File: config.mk
export PLATFORM = sky130hd
export DESIGN_NAME = riscv_div_unit
export DESIGN_NICKNAME = d
export VERILOG_FILES = /design/src/rtl/riscv_div_pkg.sv /design/src/rtl/riscv_div_step.sv /design/src/rtl/riscv_div_unit.sv
export SDC_FILE = /design/constraint.sdc
export NUM_CORES = 1
export LEC_CHECK = 0
export CAP_MARGIN = 5
export CORE_MARGIN = 4
export CORE_UTILIZATION = 30
export CTS_CLUSTER_DIAMETER = 200
export DETAILED_ROUTE_END_ITERATION = 12
export DONT_BUFFER_PORTS = 1
export GPL_TIMING_DRIVEN = 0
export HOLD_SLACK_MARGIN = 0.12
export PLACE_DENSITY_LB_ADDON = 0.08
export SYNTH_ARGS = -nofsm -noshare
export SYNTH_HDL_FRONTEND = slang
export SYNTH_HIERARCHICAL = 1
export SYNTH_SLANG_ARGS = --single-unit
File: constraint.sdc
create_clock -name clk -period 2.85 [get_ports clk]
set_input_delay 0.57 -clock clk [delete_from_list [all_inputs] [get_ports clk]]
set_output_delay 0.57 -clock clk [all_outputs]
set_load 0.05 [all_outputs]
File: src/rtl/riscv_div_pkg.sv
// ---------------------------------------------------------------------------
// riscv_div_pkg
//   Shared types and helpers for the RV32M iterative divider.
//   - div_op_t    : RV32M divide opcode encoding (DIV, DIVU, REM, REMU)
//   - div_state_t : divider FSM states
//   - is_signed() : true for the signed opcodes (DIV, REM)
//   - is_rem()    : true for the remainder opcodes (REM, REMU)
// ---------------------------------------------------------------------------
package riscv_div_pkg;

   typedef enum logic [1:0] {
      DIV  = 2'b00,
      DIVU = 2'b01,
      REM  = 2'b10,
      REMU = 2'b11
   } div_op_t;

   typedef enum logic [1:0] {
      IDLE = 2'b00,
      CALC = 2'b01,
      DONE = 2'b10
   } div_state_t;

   function automatic logic is_signed(div_op_t op);
      return (op == DIV) || (op == REM);
   endfunction

   function automatic logic is_rem(div_op_t op);
      return (op == REM) || (op == REMU);
   endfunction

endpackage

File: src/rtl/riscv_div_step.sv
// ---------------------------------------------------------------------------
// div_step
//   One combinational restoring-division iteration.
//   Ports:
//     i_rem     [N-1:0]  partial remainder entering the step (< divisor)
//     i_dvd_msb          next dividend bit shifted into the remainder
//     i_divisor [N-1:0]  unsigned divisor magnitude
//     o_rem     [N-1:0]  partial remainder leaving the step
//     o_q_bit            quotient bit produced by the step
// ---------------------------------------------------------------------------
module div_step #(
   parameter int N = 32
) (
   input  logic [N-1:0] i_rem,
   input  logic         i_dvd_msb,
   input  logic [N-1:0] i_divisor,
   output logic [N-1:0] o_rem,
   output logic         o_q_bit
);

   // The shifted remainder can reach 2*divisor-1, so it needs N+1 bits, and the
   // trial subtraction one more bit again to expose a clean borrow.
   logic [N:0]   w_shift;
   logic [N+1:0] w_diff;

   assign w_shift = {i_rem, i_dvd_msb};
   assign w_diff  = {1'b0, w_shift} - {2'b00, i_divisor};
   assign o_q_bit = ~w_diff[N+1];
   // Either branch is below the divisor, so the top bit is always zero here.
   assign o_rem   = o_q_bit ? w_diff[N-1:0] : w_shift[N-1:0];

endmodule

File: src/rtl/riscv_div_unit.sv
// ---------------------------------------------------------------------------
// riscv_div_unit
//   Multi-cycle restoring divider for RV32M DIV/DIVU/REM/REMU, one operation
//   in flight, valid/ready request and response channels.
//   Ports:
//     clk, reset          clock, synchronous active-high reset
//     req_valid/req_ready request handshake (A, B, op sampled at accept)
//     A, B      [N-1:0]   dividend, divisor
//     op        [1:0]     div_op_t encoding
//     rsp_valid/rsp_ready response handshake
//     Result    [N-1:0]   quotient or remainder, held while rsp_valid & !rsp_ready
//     busy                high while an operation is in CALC or DONE
//   Configuration macro:
//     DIV_EARLY_OUT_EN    divide-by-zero and signed overflow skip the N
//                         iteration cycles and complete one cycle after accept.
//                         Results are identical in both builds.
// ---------------------------------------------------------------------------
module riscv_div_unit
   import riscv_div_pkg::*;
#(
   parameter int N = 32
) (
   input  logic         clk,
   input  logic         reset,
   input  logic         req_valid,
   output logic         req_ready,
   input  logic [N-1:0] A,
   input  logic [N-1:0] B,
   input  logic [1:0]   op,
   output logic         rsp_valid,
   input  logic         rsp_ready,
   output logic [N-1:0] Result,
   output logic         busy
);

   localparam int CW = $clog2(N);
   localparam logic [N-1:0] MIN_NEG = {1'b1, {(N-1){1'b0}}};

   div_state_t     r_state;
   logic [CW-1:0]  r_count;
   logic [N-1:0]   r_rem;
   logic [N-1:0]   r_dvd;    // dividend bits shift out the top, quotient bits in the bottom
   logic [N-1:0]   r_dsr;
   logic [N-1:0]   r_a;      // original dividend, needed for the divide-by-zero remainder
   div_op_t        r_op;
   logic           r_neg_q;
   logic           r_neg_r;
   logic           r_div0;
   logic           r_ovf;
   logic           r_fix;    // iterations finished (or skipped); next edge applies fixup
   logic [N-1:0]   r_result;
   logic           r_rsp_valid;
   logic           r_req_ready;
   logic           r_busy;

   div_op_t        w_op;
   logic           w_accept;
   logic           w_sgn;
   logic           w_div0;
   logic           w_ovf;
   logic           w_early;
   logic [N-1:0]   w_abs_a;
   logic [N-1:0]   w_abs_b;
   logic [N-1:0]   w_rem_nx;
   logic           w_q_bit;

   assign w_op     = div_op_t'(op);
   assign w_accept = req_valid & r_req_ready;
   assign w_sgn    = is_signed(w_op);
   assign w_div0   = (B == '0);
   assign w_ovf    = w_sgn && (A == MIN_NEG) && (B == '1);
   assign w_abs_a  = (w_sgn && A[N-1]) ? (~A + 1'b1) : A;
   assign w_abs_b  = (w_sgn && B[N-1]) ? (~B + 1'b1) : B;

`ifdef DIV_EARLY_OUT_EN
   assign w_early = w_div0 | w_ovf;
`else
   assign w_early = 1'b0;
`endif

   div_step #(.N(N)) u_step (
      .i_rem     (r_rem),
      .i_dvd_msb (r_dvd[N-1]),
      .i_divisor (r_dsr),
      .o_rem     (w_rem_nx),
      .o_q_bit   (w_q_bit)
   );

   // Sign correction plus the two RISC-V special cases. Special cases override
   // whatever the iterations produced, so both builds give the same answer.
   function automatic logic [N-1:0] fixup(
      input div_op_t      f_op,
      input logic [N-1:0] f_q,
      input logic [N-1:0] f_r,
      input logic [N-1:0] f_a,
      input logic         f_neg_q,
      input logic         f_neg_r,
      input logic         f_div0,
      input logic         f_ovf
   );
      logic [N-1:0] qf;
      logic [N-1:0] rf;
      if (f_div0) begin
         qf = '1;
         rf = f_a;
      end else if (f_ovf) begin
         qf = f_a;
         rf = '0;
      end else begin
         qf = f_neg_q ? (~f_q + 1'b1) : f_q;
         rf = f_neg_r ? (~f_r + 1'b1) : f_r;
      end
      return is_rem(f_op) ? rf : qf;
   endfunction

   always_ff @(posedge clk) begin
      if (reset) begin
         r_state     <= IDLE;
         r_count     <= '0;
         r_rem       <= '0;
         r_dvd       <= '0;
         r_dsr       <= '0;
         r_a         <= '0;
         r_op        <= DIV;
         r_neg_q     <= 1'b0;
         r_neg_r     <= 1'b0;
         r_div0      <= 1'b0;
         r_ovf       <= 1'b0;
         r_fix       <= 1'b0;
         r_result    <= '0;
         r_rsp_valid <= 1'b0;
         r_req_ready <= 1'b1;
         r_busy      <= 1'b0;
      end else begin
         case (r_state)
            IDLE: begin
               if (w_accept) begin
                  r_state     <= CALC;
                  r_req_ready <= 1'b0;
                  r_busy      <= 1'b1;
                  r_count     <= '0;
                  r_rem       <= '0;
                  r_dvd       <= w_abs_a;
                  r_dsr       <= w_abs_b;
                  r_a         <= A;
                  r_op        <= w_op;
                  r_neg_q     <= w_sgn & (A[N-1] ^ B[N-1]);
                  r_neg_r     <= w_sgn & A[N-1];
                  r_div0      <= w_div0;
                  r_ovf       <= w_ovf;
                  r_fix       <= w_early;
               end
            end
            CALC: begin
               if (r_fix) begin
                  // Registered fixup cycle: the final answer lands with DONE.
                  r_result    <= fixup(r_op, r_dvd, r_rem, r_a,
                                       r_neg_q, r_neg_r, r_div0, r_ovf);
                  r_state     <= DONE;
                  r_rsp_valid <= 1'b1;
                  r_fix       <= 1'b0;
               end else begin
                  r_rem <= w_rem_nx;
                  r_dvd <= {r_dvd[N-2:0], w_q_bit};
                  if (r_count == CW'(N-1)) begin
                     r_fix <= 1'b1;
                  end else begin
                     r_count <= r_count + 1'b1;
                  end
               end
            end
            DONE: begin
               if (rsp_ready) begin
                  r_state     <= IDLE;
                  r_rsp_valid <= 1'b0;
                  r_req_ready <= 1'b1;
                  r_busy      <= 1'b0;
               end
            end
            default: begin
               r_state     <= IDLE;
               r_rsp_valid <= 1'b0;
               r_req_ready <= 1'b1;
               r_busy      <= 1'b0;
               r_fix       <= 1'b0;
            end
         endcase
      end
   end

   assign req_ready = r_req_ready;
   assign rsp_valid = r_rsp_valid;
   assign Result    = r_result;
   assign busy      = r_busy;

endmodule

==> impl_metrics.json <==
{
  "status": "finished, final reports clean",
  "cap_violations": 0,
  "synth_area_leaders": "dfxtp_1 28%, nand2_1 7.5%, a21oi_1 6.4%, xnor2_1 4.9%, nor2_1 4.7%",
  "via_per_inst": 5.76,
  "wl_um": 54300,
  "drt-wirelength-per-cell_um": 23.6,
  "rsz0062_at_grt": "true",
  "fin_crit_ns": 2.79,
  "muxShareOfSynthArea": 0.0159,
  "gr-usage-met3": 0.0508,
  "seqCellArea_mm2": 0.00356,
  "synth_cell_types": 87,
  "nFillCells": 4409,
  "relSlewSlack": 0.268,
  "syn_to_final_growth_pct": 14.7,
  "setup_viol_count_final": 0,
  "leakagePower_uw": 0.00514,
  "yosysMostFrequentCell": "nand2_1",
  "insertion_delay_ns": 0.47,
  "pin_count": 105,
  "drt_first_iter_violations": 1144,
  "grt_overflow": 0,
  "grt_pass1_vias": 12659,
  "synth-edff-count": 0,
  "finalNetCount": 1860,
  "worst_pin_slew_ns": 1.09,
  "async_reset_ff_frac": 0,
  "root_buffer": "clkbuf_16",
  "grt_use_met2": 0.360,
  "fp.dieW_um": 213,
  "hpwl_um": 43300,
  "yosys.area_share.xor_xnor": 0.0848,
  "routabilityCongestion": 0.881,
  "synth_warnings": 6,
  "synth_top_area_frac": 0.280,
  "vdd_drop_max_mv": 0.421,
  "synth_cells": 1722,
  "synth_compound_area_frac": 0.284,
  "core-area_mm2": 0.0412,
  "synth_common_cells": "251 x nand2_1, 176 x dfxtp_1, 162 x a21oi_1, 159 x nor2_1, 92 x o21ai_0",
  "antenna_left": 0,
  "p_per_area_mw_per_mm2": 554,
  "synth_top_cell_by_area": "dfxtp_1",
  "grtUsageTotal": 0.236,
  "fin_crit_sh": 0.978,
  "syn-cell-area_mm2": 0.0126,
  "die_y_um": 213,
  "cp-end-kind": "flip-flop",
  "fin_cells": 2296,
  "rows": 74,
  "h-tree-depth": 4,
  "use_met1": 0.346,
  "syn_avg_cell_area_um2": 7.32,
  "cts-buffers-inserted": 17,
  "grt_pass1_wl_um": 81100,
  "drive_gt1_frac": 0.107,
  "port_buffers": 0,
  "drv_slew": 0,
  "maxClockFrequency_mhz": 359,
  "die-area_mm2": 0.0454,
  "first_pass_iters": 6,
  "cts_num_sinks": 176,
  "synth_adder_area_share": 0.0403,
  "critPathRequiredTime_ns": 3.24,
  "crit_type": "reg -> reg",
  "multiInputGateArea_mm2": 0.00878,
  "critPathArrivalTime_ns": 3.17,
  "synth_top_family_by_area": "compound AO/OA/AOI/OAI gates",
  "vias": 13223,
  "path_max_fanout": 5,
  "synth-main-ff-cell": "dfxtp_1",
  "syn_nets": 1832,
  "clock_path_buffers": 2,
  "start_util": 0.306,
  "hold_buffers": 0,
  "placed_cells": 2254,
  "tritoncts": "built",
  "dpl_cell_area_mm2": 0.0133,
  "drc": 0,
  "grt_max_degree": 17,
  "hold_viol_final": 0,
  "synth-seq-area-share": 0.280,
  "ys_ff_latch": 176,
  "path_clk_slew_ns": 0.09,
  "top_usage_layer": "met2",
  "finalInstanceArea_mm2": 0.0145,
  "hp-class": "in -> reg",
  "grt_antenna_before_repair": 0,
  "cp-start-kind": "flip-flop",
  "skew_ns": 0.0247,
  "synth-simple-area-share": 0.241
}
## worst max-delay path, cell delays in order (launching register included)
cell	delay [ns]
dfxtp_4	0.38
inv_2	0.07
ha_4	0.14
inv_2	0.04
fa_2	0.37
a21o_1	0.23
a31oi_4	0.30
nor3_4	0.10
a31oi_4	0.28
o21a_4	0.21
o21ai_2	0.08
a221oi_2	0.25
nand2_1	0.08
a21oi_1	0.15
## per-layer routing
metal	routed length (um)	part of all wire
met1	25900	0.48
met2	23900	0.44
met3	3960	0.073
met4	539	0.0099
met5	0	0
## report_power, final
part | total (uW) | internal, uW | switching, uW
sequential | 2860 | 2640 | 220
combinational | 2620 | 949 | 1670
clock | 2540 | 1410 | 1130
total | 8010 | 5000 | 3020
## cell type report
type,count,share of cell area
diodes,1,0.000173
well taps,532,0.0460
clock buffers,20,0.0309
clock inverters,12,0.0111
inverters,61,0.0158
flip-flops and latches,176,0.246
plain buffers,113,0.0354
repair buffers,11,0.00718
multi-input cells,1370,0.607
## per-stage QoR
| stage | total power, uW | hold slack, ns | setup slack, ns | utilization | TNS, ns |
|---|---|---|---|---|---|
| after floorplan | 4480 | 0.436 | 0.270 | - | 0 |
| after CTS | 7850 | 0.227 | -0.00107 | 0.342 | -0.00107 |
| after detailed placement | 5230 | 0.453 | -1.00 | 0.322 | -51.74 |
| final | 8010 | 0.240 | 0.0623 | 0.351 | 0 |
| after global placement | 5220 | 0.452 | -0.941 | 0.322 | -50.31 |
| after global routing | 8390 | 0.239 | -0.0162 | 0.351 | -0.0207 |
## flip-flops by register name, indices dropped and copies added (netlist names)
name	count
r_a	32
r_neg_q	1
req_ready	1
r_rem	32
rsp_valid	1
r_dvd	32
r_count	5
Result	32
r_neg_r	1
r_fix	1
r_dsr	32
r_state	2
r_op	1
r_ovf	1
busy	1
r_div0	1
## repair_timing
action	in CTS	in global routing
gates cloned	0	1
resized for setup	55	97
setup buffers	0	10
setup endpoints to repair	128	78
pin swaps	6	28
## cell usage in the layout, fill, tap and decap left out, types with 17 or more instances in the layout
master,count
clkbuf_1,77
nor3_1,39
a31oi_1,23
nand3_1,54
xor2_1,52
inv_1,55
nand4_1,17
nor4_1,19
o21ai_0,85
a21o_1,17
o31ai_1,27
ha_1,29
or3_1,19
xnor2_1,70
a211oi_1,41
nand2b_1,17
o41ai_1,17
dfxtp_2,20
clkbuf_16,18
a21oi_1,151
nor2_1,155
dfxtp_1,153
nand2_1,250
## kinds of logic after synthesis
kind of cell	count (synthesis)
compound gates	533
xor+xnor	122
fa+ha+maj	40
buf+inv	176
flops	176
mux	19
simple gates	656
## worst paths after layout
path / start / to / slack [ns] / cells past startpoint
worst min register to register: r_a[5]$_SDFFE_PP0P_ / r_a[5]$_SDFFE_PP0P_ / 0.47 / 2
worst max-delay path: r_dvd[31]$_SDFFE_PP0P_ / r_rem[30]$_SDFFE_PP0P_ / 0.06 / 13
worst max register to register: r_dvd[31]$_SDFFE_PP0P_ / r_rem[30]$_SDFFE_PP0P_ / 0.06 / 13
worst min-delay path: A[7] / r_a[7]$_SDFFE_PP0P_ / 0.24 / 2
(Power assumes the default switching activity.)
